--- src/rtl/instr_fetch_ctrl.sv ---
// Fetch control between the R7 program counter and instruction memory:
// issues reads at PC, captures IR, steps or loads the counter, and hands IR to execute.
module instr_fetch_ctrl #(
  parameter int unsigned ADDR_W      = 6,
  parameter int unsigned INSTR_W     = 9,
  parameter int unsigned MEM_LATENCY = 1
) (
  input  logic               Clock,
  input  logic               reset,
  input  logic               run,
  input  logic [ADDR_W-1:0]  PC,
  output logic               PCen,
  output logic               wren,
  output logic [ADDR_W-1:0]  data,
  output logic [ADDR_W-1:0]  mem_addr,
  output logic               mem_rden,
  input  logic [INSTR_W-1:0] mem_q,
  output logic [INSTR_W-1:0] IR,
  output logic               ir_valid,
  input  logic               ir_ready,
  input  logic               branch_req,
  input  logic [ADDR_W-1:0]  branch_target
);

  localparam int unsigned CNT_W = 2;

  localparam logic [2:0] IDLE = 3'd0;
  localparam logic [2:0] REQ  = 3'd1;
  localparam logic [2:0] WAIT = 3'd2;
  localparam logic [2:0] CAP  = 3'd3;
  localparam logic [2:0] HOLD = 3'd4;

  logic [2:0]         state;
  logic [2:0]         state_nxt;
  logic [CNT_W-1:0]   wait_cnt;
  logic [CNT_W-1:0]   wait_cnt_nxt;
  logic [ADDR_W-1:0]  addr_q;
  logic [INSTR_W-1:0] ir_q;
  logic               ir_valid_q;

  // State and wait counter registers
  always_ff @(posedge Clock or posedge reset) begin
    if (reset) begin
      state    <= IDLE;
      wait_cnt <= '0;
    end else begin
      state    <= state_nxt;
      wait_cnt <= wait_cnt_nxt;
    end
  end

  // Next-state logic; WAIT dwells MEM_LATENCY-1 cycles
  always_comb begin
    state_nxt    = state;
    wait_cnt_nxt = wait_cnt;
    case (state)
      IDLE: if (run) state_nxt = REQ;
      REQ: begin
        wait_cnt_nxt = CNT_W'(MEM_LATENCY - 1);
        state_nxt    = (MEM_LATENCY > 1) ? WAIT : CAP;
      end
      WAIT: begin
        wait_cnt_nxt = wait_cnt - CNT_W'(1);
        if (wait_cnt == CNT_W'(1)) state_nxt = CAP;
      end
      CAP:  state_nxt = HOLD;
      HOLD: if (ir_ready) state_nxt = run ? REQ : IDLE;
      default: state_nxt = IDLE;
    endcase
  end

  // Fetch address held through WAIT; instruction register and its valid flag
  always_ff @(posedge Clock or posedge reset) begin
    if (reset) begin
      addr_q     <= '0;
      ir_q       <= '0;
      ir_valid_q <= 1'b0;
    end else begin
      if (state == REQ) addr_q <= PC;
      if (state == CAP) begin
        ir_q       <= mem_q;
        ir_valid_q <= 1'b1;
      end else if (state == HOLD && ir_ready) begin
        ir_valid_q <= 1'b0;
      end
    end
  end

  // PC must be seen in the REQ cycle itself since the counter updates on the edge entering REQ
  assign mem_addr = (state == REQ) ? PC : addr_q;
  assign mem_rden = (state == REQ);
  assign PCen     = (state == CAP);
  assign wren     = (state == HOLD) && ir_ready && branch_req;
  assign data     = wren ? branch_target : '0;
  assign IR       = ir_q;
  assign ir_valid = ir_valid_q;

endmodule
--- config.mk ---
export PLATFORM = sky130hd
export DESIGN_NAME = instr_fetch_ctrl
export DESIGN_NICKNAME = d
export VERILOG_FILES = /design/src/rtl/instr_fetch_ctrl.sv
export SDC_FILE = /design/constraint.sdc
export NUM_CORES = 1
export LEC_CHECK = 0
export BUFFER_PORTS_ARGS = -buffer_cell sky130_fd_sc_hd__buf_2
export CELL_PAD_IN_SITES_DETAIL_PLACEMENT = 1
export CELL_PAD_IN_SITES_GLOBAL_PLACEMENT = 2
export CORE_UTILIZATION = 29
export CTS_CLUSTER_DIAMETER = 30
export CTS_CLUSTER_SIZE = 30
export DETAILED_ROUTE_END_ITERATION = 7
export PLACE_DENSITY_LB_ADDON = 0.1
export SLEW_MARGIN = 10
export SYNTH_ARGS = -nofsm -noshare
export SYNTH_HDL_FRONTEND = slang
export SYNTH_SLANG_ARGS = --single-unit
--- constraint.sdc ---
create_clock -name Clock -period 2 [get_ports Clock]
set_input_delay 0.2 -clock Clock [delete_from_list [all_inputs] [get_ports Clock]]
set_output_delay 0.2 -clock Clock [all_outputs]
set_load 0.005 [all_outputs]
==> results.toml <==
[run_status]
status = "finished, final reports clean"

[route]
vias = 798
drc = 0
drt_wl_total_um = 2070
first_pass_iters = 3
routedWlPerCell_um = 11.6
drt_iter0_drc = 9
ant_nets = 0
viasPerCell = 4.48

[setup_path]
worstReg2RegEnd = "addr_q[4]$_DFF_PP0_"
endpoint_kind = "output port"
critPathKind = "reg -> out"
crit_start = "state[2]$_DFFE_PP0P_"
path_cells = "nor3b_4 > mux2_2 > buf_2"
crit_end = "mem_addr[4]"
path_max_fanout = 10
cp.required_ps = 1800
cpPeakStageDelay_ps = 500
slowest_stage = "dfrtp_2"
crit_arrival_ps = 1680
r2r-start = "state[2]$_DFFE_PP0P_"
cp-start-kind = "register"
r2r_slack_ps = 650
ff2ff_path_depth = 2

[finish]
final_nets = 160
num_antenna_cells = 0
nFillCells = 397
drive_above_1_share_pct = 61.4
area_growth_pct = 30.2

[floorplan]
rows = 21
die_h_um = 61.7
ios = 51
initial_core_util_pct = 30.5
die-width_um = 61.7
core-area_mm2 = 0.00339
die_area_mm2 = 0.00381

[logic_synthesis]
netlist_area_mm2 = 0.00103
synth_edf_count = 0
ys_types = 23
ys_async_sr_fraction_pct = 100
syn-num-nets = 108
ys_warn_count = 0
syn_inst = 81
ys_top_cells_by_count = "dfrtp_1, mux2_2, inv_1"
synth.avg_cell_area_um2 = 12.8
seq_area_frac_synth_pct = 50.8
synth_area_leaders = "dfrtp_1, mux2_2, nor3_2"
yosys.area.top_type = "dfrtp_1"
synth_top_area_share_pct = 50.8
yosys.cell_count.top_type = "dfrtp_1"
synth.ff_latch_count = 21
ys.flop_type = "dfrtp_1"

[sta]
fin_ws_ps = 122
grt_setup_unrepaired = "no"
fin_skew_ps = 6.51
hold_violations = 0
min_period_ps = 1880
finalSetupViolCount = 0
tns_ps = 0
finalCritPeriodShare_pct = 93.9
drv_slew = 0
timing.fmax_ghz = 0.533
maxSlewHeadroom_pct = 47.2
worst_pin_slew_ps = 791

[worst_hold_path]
min_path_type = "in -> async"

[clock_network]
cts_buffers = 3
h-tree-depth = 1
cts_sinks = 21
clk_pin_slew_worst_paths_ps = 110
max-clock-path-buffers = 2
clkLatencyLatePin_ps = 300
cts-root-buf = "clkbuf_4"
tritoncts = "built"
cts_hold_buf = 0

[power]
finalPower_mw = 1.89
power.leakage_nw = 0.706
ir_worst_vdd_v = 0.000619
powerDensity_mw_per_mm2 = 1400

[global_routing]
grt_pass1_vias = 759
grt.total_usage_pct = 11.8
grt_max_degree = 22
grt-ovfl-total = 0
antenna_found_initial = 0
grt_first_pass_wirelength_um = 3260

[placed_design]
gp_congestion = 0.701
hpwl_um = 1630
dp_worst_setup_slack_ps = 346
io_buffers = 50

[job]
drv_cap = 0
-- power by group --
| part | total (mW) | switching (mW) | internal, mW |
|---|---|---|---|
| logic | 0.918 | 0.384 | 0.534 |
| clock network | 0.199 | 0.121 | 0.0777 |
| registers | 0.772 | 0.132 | 0.640 |
| total | 1.89 | 0.638 | 1.25 |
-- layout make-up --
cell class | instances | area (um2) | area share (%)
Sequential cell | 21 | 527 | 39.1
Multi-Input combinational cell | 45 | 434 | 32.2
Timing Repair Buffer | 52 | 265 | 19.7
Tap cell | 46 | 57.6 | 4.27
Inverter | 10 | 37.5 | 2.79
Clock buffer | 4 | 26.3 | 1.95
-- layer usage --
metal / global-route usage [%] / up-vias / routed length, um
met2: 23.2 / 23 / 1090
met5: 0 / - / 0
met4: 3.81 / 0 / 16
met1: 11.3 / 394 / 828
li1: - / 379 / -
met3: 3.93 / 2 / 135
-- worst min-delay path by stage --
stage,cells past startpoint,end,slack (ps)
3_5_place_dp,2,IR[4]$_DFFE_PP0P_,400
6_report,2,addr_q[1]$_DFF_PP0_,30
4_1_cts,2,IR[5]$_DFFE_PP0P_,60
5_1_grt,2,IR[5]$_DFFE_PP0P_,100
2_1_floorplan,1,IR[0]$_DFFE_PP0P_,180
3_3_place_gp,2,IR[4]$_DFFE_PP0P_,390
-- placed cells by master, fill, tap and decap left out, types with 2 or more instances in the layout --
cell type,Yosys,routed
nor3_2,6,6
a211o_1,3,3
nor3b_1,2,2
nor2_1,3,3
nand2_1,2,2
buf_2,2,50
dfrtp_1,21,20
clkbuf_4,0,3
buf_4,1,2
nor4bb_1,3,3
inv_1,10,10
mux2_2,15,15
-- logic make-up (layout without fill, tap and decap cells) --
group                    Yosys count  count (layout)  synth area share (%)
AO/OA/AOI/OAI                      6               6                  4.47
XOR/XNOR                           1               1                 0.847
adder cells (fa/ha/maj)            1               1                  1.21
buffers and inverters             15              66                  7.50
flip-flops                        21              21                  50.8
multiplexers                      15              15                  16.3
AND/OR/NAND/NOR                   22              22                  18.9
-- through the flow --
stage | instances | hold WS [ps] | util, % | instance area [um2]
after floorplan | 81 | 177 | - | 1030
after global placement | 174 | 386 | 38.9 | 1320
after detailed placement | 174 | 400 | 38.9 | 1320
after CTS | 178 | 56.4 | 39.7 | 1350
after global routing | 178 | 100 | 39.8 | 1350
final | 178 | 30.6 | 39.8 | 1350
-- registers in the layout, indices dropped and copies added (netlist names) --
register  cells
IR            9
addr_q        6
state         3
wait_cnt      2
ir_valid      1
-- critical path, delay by kind of cell, from the launching register on --
| family | cells | cell delay, ps |
|---|---|---|
| DFF | 1 | 500 |
| and+or+nand+nor | 1 | 360 |
| buffers and inverters | 1 | 130 |
| muxes | 1 | 390 |
-- what timing repair did --
item                                    in CTS  in global routing
setup buffers                                0                  0
endpoints found under the setup margin       2                  1
cloned                                       0                  0
gates resized for setup                      1                  1
Note: power is estimated with default switching activity, not from simulation.
